File: src/rtl/fp_pkg.sv
// Shared types and constants for the FP issue slice.
// Op codes: FC_MUL, FC_DIV and FC_SQRT are only decoded on bit [2:1]. The low bit is a don't-care.
package fp_pkg;

    localparam int unsigned REG_W = 5;
    localparam int unsigned FP_W  = 32;

    localparam logic [2:0] FC_ADD  = 3'b000;
    localparam logic [2:0] FC_SUB  = 3'b001;
    localparam logic [2:0] FC_MUL  = 3'b010;
    localparam logic [2:0] FC_DIV  = 3'b100;
    localparam logic [2:0] FC_SQRT = 3'b110;

    typedef logic [REG_W-1:0] reg_idx_t;
    typedef logic [FP_W-1:0]  fp_word_t;

    // Every op except sqrt reads operand b.
    function automatic logic uses_b(input logic [2:0] fc);
        return ~(fc[2] & fc[1]);
    endfunction

endpackage

File: src/rtl/fp_issue_unit_if.sv
// ID-to-FPU issue bus.
//   id_*  : decoded FP op from ID, with the id_ready acceptance handshake.
//   fpu_* : operands and control presented to the FPU's E1 input.
// Modports:
//   master : ID / FPU side. It drives id_*, and observes id_ready and fpu_*.
//   slave  : the issue unit.
interface fp_issue_unit_if;
    import fp_pkg::*;

    logic       id_valid;
    logic [2:0] id_fc;
    reg_idx_t   id_fs;
    reg_idx_t   id_ft;
    reg_idx_t   id_fd;
    logic       id_wf;
    logic       id_ready;

    fp_word_t   fpu_a;
    fp_word_t   fpu_b;
    logic [2:0] fpu_fc;
    logic       fpu_wf;
    reg_idx_t   fpu_fd;
    logic       fpu_ein;

    modport master (
        output id_valid, id_fc, id_fs, id_ft, id_fd, id_wf,
        input  id_ready, fpu_a, fpu_b, fpu_fc, fpu_wf, fpu_fd, fpu_ein
    );

    modport slave (
        input  id_valid, id_fc, id_fs, id_ft, id_fd, id_wf,
        output id_ready, fpu_a, fpu_b, fpu_fc, fpu_wf, fpu_fd, fpu_ein
    );

endinterface

File: src/rtl/fp_regfile.sv
// 32x32 FP register file. It has two asynchronous read ports and one synchronous write port.
// Ports:
//   clk, rst_n : clock, asynchronous active-low reset (clears all entries to 0)
//   ra, rb     : read addresses
//   rda, rdb   : read data
//   we, wa, wd : write enable, address and data
module fp_regfile
    import fp_pkg::*;
(
    input  logic     clk,
    input  logic     rst_n,
    input  reg_idx_t ra,
    input  reg_idx_t rb,
    output fp_word_t rda,
    output fp_word_t rdb,
    input  logic     we,
    input  reg_idx_t wa,
    input  fp_word_t wd
);

    fp_word_t mem [2**REG_W];

    always_ff @(posedge clk or negedge rst_n) begin
        if (!rst_n) begin
            for (int i = 0; i < 2**REG_W; i++) begin
                mem[i] <= '0;
            end
        end else if (we) begin
            mem[wa] <= wd;
        end
    end

    assign rda = mem[ra];
    assign rdb = mem[rb];

endmodule

File: src/rtl/fp_issue_unit.sv
// FP issue unit. It accepts decoded FP ops from ID and issues them into the 4-stage FPU.
// It also owns the FP register file.
// Ports:
//   clk, rst_n       : clock, asynchronous active-low reset
//   bus              : ID op / handshake and FPU operand / control outputs
//   fpu_stall        : FPU div/sqrt stall
//   e1w..e3w, e1n..e3n, ed : FPU stage write flags, destinations and E3 result
//   ww, wn, wd       : FPU write-back port, written into the register file
//   cnt_clr          : synchronous clear of the performance counters
//   issue_cnt, raw_cnt, div_cnt : saturating counters (issues, RAW cycles, stall cycles)
module fp_issue_unit
    import fp_pkg::*;
#(
    parameter int unsigned CNT_W = 16
) (
    input  logic              clk,
    input  logic              rst_n,
    fp_issue_unit_if.slave    bus,
    input  logic              fpu_stall,
    input  logic              e1w,
    input  logic              e2w,
    input  logic              e3w,
    input  reg_idx_t          e1n,
    input  reg_idx_t          e2n,
    input  reg_idx_t          e3n,
    input  fp_word_t          ed,
    input  logic              ww,
    input  reg_idx_t          wn,
    input  fp_word_t          wd,
    input  logic              cnt_clr,
    output logic [CNT_W-1:0]  issue_cnt,
    output logic [CNT_W-1:0]  raw_cnt,
    output logic [CNT_W-1:0]  div_cnt
);

    logic     run_q;
    fp_word_t rf_a;
    fp_word_t rf_b;
    logic     raw;
    logic     issue;

    fp_regfile u_regfile (
        .clk   (clk),
        .rst_n (rst_n),
        .ra    (bus.id_fs),
        .rb    (bus.id_ft),
        .rda   (rf_a),
        .rdb   (rf_b),
        .we    (ww),
        .wa    (wn),
        .wd    (wd)
    );

    // Results in E1/E2 are not computed yet and cannot be forwarded.
    function automatic logic pending(input reg_idx_t r);
        return (e1w && (e1n == r)) || (e2w && (e2n == r));
    endfunction

    // E3 is the younger producer, so it wins over WB.
    function automatic fp_word_t fwd(input reg_idx_t r, input fp_word_t rf_val);
        if (e3w && (e3n == r)) return ed;
        if (ww && (wn == r))   return wd;
        return rf_val;
    endfunction

    // The flag rises on the first edge after reset. It keeps the FPU enabled so the pipeline drains.
    always_ff @(posedge clk or negedge rst_n) begin
        if (!rst_n) run_q <= 1'b0;
        else        run_q <= 1'b1;
    end

    assign raw = bus.id_valid &
                 (pending(bus.id_fs) | (uses_b(bus.id_fc) & pending(bus.id_ft)));

    assign bus.id_ready = run_q & ~fpu_stall & ~raw;
    assign issue        = bus.id_valid & bus.id_ready;

    always_comb begin
        bus.fpu_a   = fwd(bus.id_fs, rf_a);
        bus.fpu_b   = fwd(bus.id_ft, rf_b);
        bus.fpu_ein = run_q;
        // Bubbles carry fc=add so the FPU never starts a spurious div/sqrt.
        bus.fpu_fc  = FC_ADD;
        bus.fpu_wf  = 1'b0;
        bus.fpu_fd  = '0;
        if (issue) begin
            bus.fpu_fc = bus.id_fc;
            bus.fpu_wf = bus.id_wf;
            bus.fpu_fd = bus.id_fd;
        end
    end

    function automatic logic [CNT_W-1:0] sat_inc(input logic [CNT_W-1:0] c, input logic en);
        return (en && (c != '1)) ? c + 1'b1 : c;
    endfunction

    always_ff @(posedge clk or negedge rst_n) begin
        if (!rst_n) begin
            issue_cnt <= '0;
            raw_cnt   <= '0;
            div_cnt   <= '0;
        end else if (cnt_clr) begin
            issue_cnt <= '0;
            raw_cnt   <= '0;
            div_cnt   <= '0;
        end else begin
            issue_cnt <= sat_inc(issue_cnt, issue);
            raw_cnt   <= sat_inc(raw_cnt, raw & ~fpu_stall);
            div_cnt   <= sat_inc(div_cnt, bus.id_valid & fpu_stall);
        end
    end

endmodule

File: src/flat_wrapper.sv
// flat-port wrapper written by rule: the top's interface ports become plain ports
module fp_issue_unit_flat import fp_pkg::*;
#(
    parameter int unsigned CNT_W = 16
)
  (clk, rst_n, fpu_stall, e1w, e2w, e3w, e1n, e2n, e3n, ed, ww, wn, wd, cnt_clr, issue_cnt, raw_cnt, div_cnt, bus_id_valid, bus_id_fc, bus_id_fs, bus_id_ft, bus_id_fd, bus_id_wf, bus_id_ready, bus_fpu_a, bus_fpu_b, bus_fpu_fc, bus_fpu_wf, bus_fpu_fd, bus_fpu_ein);
  fp_issue_unit_if bus_i ();
  input  logic clk;
  input  logic rst_n;
  input  logic fpu_stall;
  input  logic e1w;
  input  logic e2w;
  input  logic e3w;
  input  reg_idx_t e1n;
  input  reg_idx_t e2n;
  input  reg_idx_t e3n;
  input  fp_word_t ed;
  input  logic ww;
  input  reg_idx_t wn;
  input  fp_word_t wd;
  input  logic cnt_clr;
  output logic [CNT_W-1:0] issue_cnt;
  output logic [CNT_W-1:0] raw_cnt;
  output logic [CNT_W-1:0] div_cnt;
  input wire logic [$bits(bus_i.id_valid)-1:0] bus_id_valid;
  input wire logic [$bits(bus_i.id_fc)-1:0] bus_id_fc;
  input wire logic [$bits(bus_i.id_fs)-1:0] bus_id_fs;
  input wire logic [$bits(bus_i.id_ft)-1:0] bus_id_ft;
  input wire logic [$bits(bus_i.id_fd)-1:0] bus_id_fd;
  input wire logic [$bits(bus_i.id_wf)-1:0] bus_id_wf;
  output wire logic [$bits(bus_i.id_ready)-1:0] bus_id_ready;
  output wire logic [$bits(bus_i.fpu_a)-1:0] bus_fpu_a;
  output wire logic [$bits(bus_i.fpu_b)-1:0] bus_fpu_b;
  output wire logic [$bits(bus_i.fpu_fc)-1:0] bus_fpu_fc;
  output wire logic [$bits(bus_i.fpu_wf)-1:0] bus_fpu_wf;
  output wire logic [$bits(bus_i.fpu_fd)-1:0] bus_fpu_fd;
  output wire logic [$bits(bus_i.fpu_ein)-1:0] bus_fpu_ein;
  assign bus_i.id_valid = bus_id_valid;
  assign bus_i.id_fc = bus_id_fc;
  assign bus_i.id_fs = bus_id_fs;
  assign bus_i.id_ft = bus_id_ft;
  assign bus_i.id_fd = bus_id_fd;
  assign bus_i.id_wf = bus_id_wf;
  assign bus_id_ready = bus_i.id_ready;
  assign bus_fpu_a = bus_i.fpu_a;
  assign bus_fpu_b = bus_i.fpu_b;
  assign bus_fpu_fc = bus_i.fpu_fc;
  assign bus_fpu_wf = bus_i.fpu_wf;
  assign bus_fpu_fd = bus_i.fpu_fd;
  assign bus_fpu_ein = bus_i.fpu_ein;
  fp_issue_unit #(.CNT_W(CNT_W)) u_core (.clk(clk), .rst_n(rst_n), .bus(bus_i), .fpu_stall(fpu_stall), .e1w(e1w), .e2w(e2w), .e3w(e3w), .e1n(e1n), .e2n(e2n), .e3n(e3n), .ed(ed), .ww(ww), .wn(wn), .wd(wd), .cnt_clr(cnt_clr), .issue_cnt(issue_cnt), .raw_cnt(raw_cnt), .div_cnt(div_cnt));
endmodule
File: config.mk
export PLATFORM = sky130hd
export DESIGN_NAME = fp_issue_unit_flat
export DESIGN_NICKNAME = d
export VERILOG_FILES = /design/src/rtl/fp_pkg.sv /design/src/rtl/fp_issue_unit_if.sv /design/src/rtl/fp_regfile.sv /design/src/rtl/fp_issue_unit.sv /design/src/flat_wrapper.sv
export SDC_FILE = /design/constraint.sdc
export NUM_CORES = 2
export LEC_CHECK = 0
export CORE_MARGIN = 2
export CORE_UTILIZATION = 45
export CTS_BUF_LIST = sky130_fd_sc_hd__clkbuf_4 sky130_fd_sc_hd__clkbuf_8
export DETAILED_ROUTE_END_ITERATION = 10
export PLACE_DENSITY = 0.71
export SKIP_CTS_REPAIR_TIMING = 1
export SYNTH_ARGS = -nofsm -noshare
export SYNTH_HDL_FRONTEND = slang
export SYNTH_SLANG_ARGS = --single-unit
File: constraint.sdc
create_clock -name clk -period 8 [get_ports clk]
set_input_delay 2.4 -clock clk [delete_from_list [all_inputs] [get_ports clk]]
set_output_delay 2.4 -clock clk [all_outputs]
set_load 0.005 [all_outputs]
==> impl_results.md <==
- CTS Sinks: 1073
- WL final: 191000 um
- RD Place Congestion: 0.852
- Input/output buffers: 234
- Seq/Total Area, Yosys: 0.462
- Max-slew violation count: 0
- Largest net degree at the start of global routing: 181
- Die boundary width: 363 um
- Core area: 0.128 mm2
- Global Route met2 Usage: 0.440
- Syn-to-layout area delta: 15.4%
- Max-slew headroom: 0.117
- CP cell instances: clkdlybuf4s50_1 -> xor2_1 -> nor4_1 -> and3_2 -> or2_2 -> buf_4 -> a2111oi_0 -> buf_4 -> a221o_1 -> clkdlybuf4s50_1
- CTS Root Cell: clkbuf_8
- Max Fclk: 127 MHz
- Worst Path Required: 5600 ps
- Post-route ant nets: 0
- Endpoints failing hold: 0
- Top_reg_cell synth: dfrtp_1
- Leading cell type in the layout, fill and taps excluded: dfrtp_1
- Clock Latency Late Sink: 920 ps
- Final core utilization: 0.525
- Max-Cap Viols: 0
- Most frequent cells in the layout: dfrtp_1 (1073), mux2_2 (1065), mux4_2 (477), buf_4 (229), clkbuf_8 (225)
- Cell Pwr Density: 235 mW/mm2
- Final period utilization: 0.986
- Syn nets: 4077
- Unrepaired setup endpoints after global routing: false
- Avg Synthesized Cell Area: 14.7 um2
- Share of cells above drive strength 1: 0.505
- Setup TNS: 0 ps
- Post-synth EDFFs: 0
- GR peak layer: met2
- Initial antenna violation count: 8
- Mapped cell area: 0.0581 mm2
- TritonRoute pass-1 iters: 6
- Worst-path clk slew: 60 ps
- Arrival @ worst endpoint: 5490 ps
- Status: finished clean
- Post-synthesis cell count: 3962
- Gr ovfl total: 0
- Asr flop ratio synth: 1.00
- Met1 Usage GRT: 0.392
- Slowest cell on crit path: clkdlybuf4s50_1
- DRC: 0
- Syn. warnings: 0
- Global-route wire length before repair: 282000 um
- CP Class: in -> out
- Initial core utilization: 0.455
- Crit end category: primary output
- Row cnt: 131
- Worst Skew: 50.4 ps
- HP Class: reg -> reg
- Iter 0 DRT Violations: 4998
- FILL cells: 10500
- Total CTS buffers: 179
- Worst-case clock buffer depth: 3
- Die height: 363 um
- Crit-path max cell delay: 520 ps
- Placement Cell Area: 0.0634 mm2
- Max FO, Critical Path: 13
- Vias: 40300
- Post-layout instance area: 0.0671 mm2
- HPWL after DPL: 118000 um
- CTS H-Tree Depth: 4
- Maximum vdd drop: 0.201 mV
- NumNets Final: 4350
- Total track usage: 0.292
- TritonCTS clock tree: yes
- Lkg Pwr: 28.6 nW
- Setup Viol. Count Final: 0
- Tmin final: 7890 ps
- Die area: 0.132 mm2
- Via/cell ratio: 6.69
- I/O pin cnt: 235
- Yosys reg bits: 1073
- Slew @ Worst Pin: 1320 ps
- Crit start category: input port
- Global Route met3 Usage: 0.0890
- Vias in the first global route: 41200
- Number of library cell types mapped by synthesis: 62
- Drt wl/cell: 31.7 um
kinds of logic after synthesis:
family | count (synthesis) | share of synthesized area
flip-flops | 1073 | 0.462
AND/OR/NAND/NOR | 366 | 0.0326
adder cells (fa/ha/maj) | 3 | 0.000646
other | 1 | 0.0000645
multiplexers | 1629 | 0.406
AO/OA/AOI/OAI | 412 | 0.0550
buffers and inverters | 424 | 0.0358
XOR/XNOR | 54 | 0.00813
metal layers:
metal | wire length, um | share of wire
met3 | 20400 | 0.11
met2 | 86900 | 0.45
met4 | 8410 | 0.044
met1 | 75500 | 0.39
met5 | 35 | 0.00018
sequential cells by signal, summed over array words and instances, names as in the netlist:
signal,cells
u_core.bus.fpu_ein,1
u_core.div_cnt,16
u_core.issue_cnt,16
u_core.raw_cnt,16
u_core.u_regfile.mem,1024
per-stage QoR:
step                std cells  total power [mW]  setup WS, ps  hold slack [ps]
finish                   6028              15.8           114              521
detailed placement       5716              10.7          16.3              507
floorplan                3962              9.44          1430              490
global route             6028              16.4          3.97              532
CTS                      6026              15.8          1.84              521
global placement         5715              10.5          -430              499
worst paths after layout:
kind / cells after the start / slack [ps] / start / to
min in group asynchronous: 1 / 1520 / rst_n / u_core.issue_cnt[12]$_DFFE_PN0P_
max: 10 / 110 / e3n[4] / bus_fpu_a[0]
min reg2reg: 1 / 520 / u_core.u_regfile.mem[430]$_DFFE_PN0P_ / u_core.u_regfile.mem[430]$_DFFE_PN0P_
max in group asynchronous: 2 / 4730 / rst_n / u_core.u_regfile.mem[646]$_DFFE_PN0P_
max reg2reg: 7 / 5520 / u_core.raw_cnt[0]$_DFFE_PN0P_ / u_core.raw_cnt[9]$_DFFE_PN0P_
min: 1 / 520 / u_core.u_regfile.mem[430]$_DFFE_PN0P_ / u_core.u_regfile.mem[430]$_DFFE_PN0P_
critical path: cells and delay by family:
family	cells	cell delay, ps
and+or+nand+nor	3	750
buffers and inverters	4	1540
xor gates and xnor gates	1	190
AOI/OAI and AO/OA	2	590
synth_stat cells, types with 27 or more instances:
library cell,instances,share of area
clkbuf_1,195,0.013
nand2_1,66,0.0043
buf_2,90,0.0077
dfrtp_1,1073,0.46
mux4_2,477,0.18
and3_1,27,0.0029
mux2i_1,86,0.015
xor2_1,33,0.0050
mux2_2,1065,0.21
a22oi_1,111,0.014
buf_1,62,0.0040
nand3_1,28,0.0024
a221o_1,43,0.0074
o22ai_1,89,0.0096
nor4_1,31,0.0033
buf_4,42,0.0054
nor2_1,92,0.0059
cell type report:
cell class | instances | area [um2] | share of cell area
antenna | 2 | 5.00 | 0.0000746
clock buffer | 280 | 3510 | 0.0523
clock inverter | 30 | 218 | 0.00324
inverter | 8 | 30.0 | 0.000447
multi-input combinational | 2465 | 29500 | 0.439
sequential | 1073 | 26900 | 0.400
tap | 1662 | 2080 | 0.0310
timing repair buffer | 508 | 4960 | 0.0739
report_power, final:
group	internal (mW)	switching [mW]	total, mW	leakage, nW
Combinational	2.10	1.36	3.46	12.8
Clock	2.81	2.32	5.13	1.99
Sequential	6.45	0.747	7.20	13.8
Note: power is estimated with default switching activity, not from simulation.
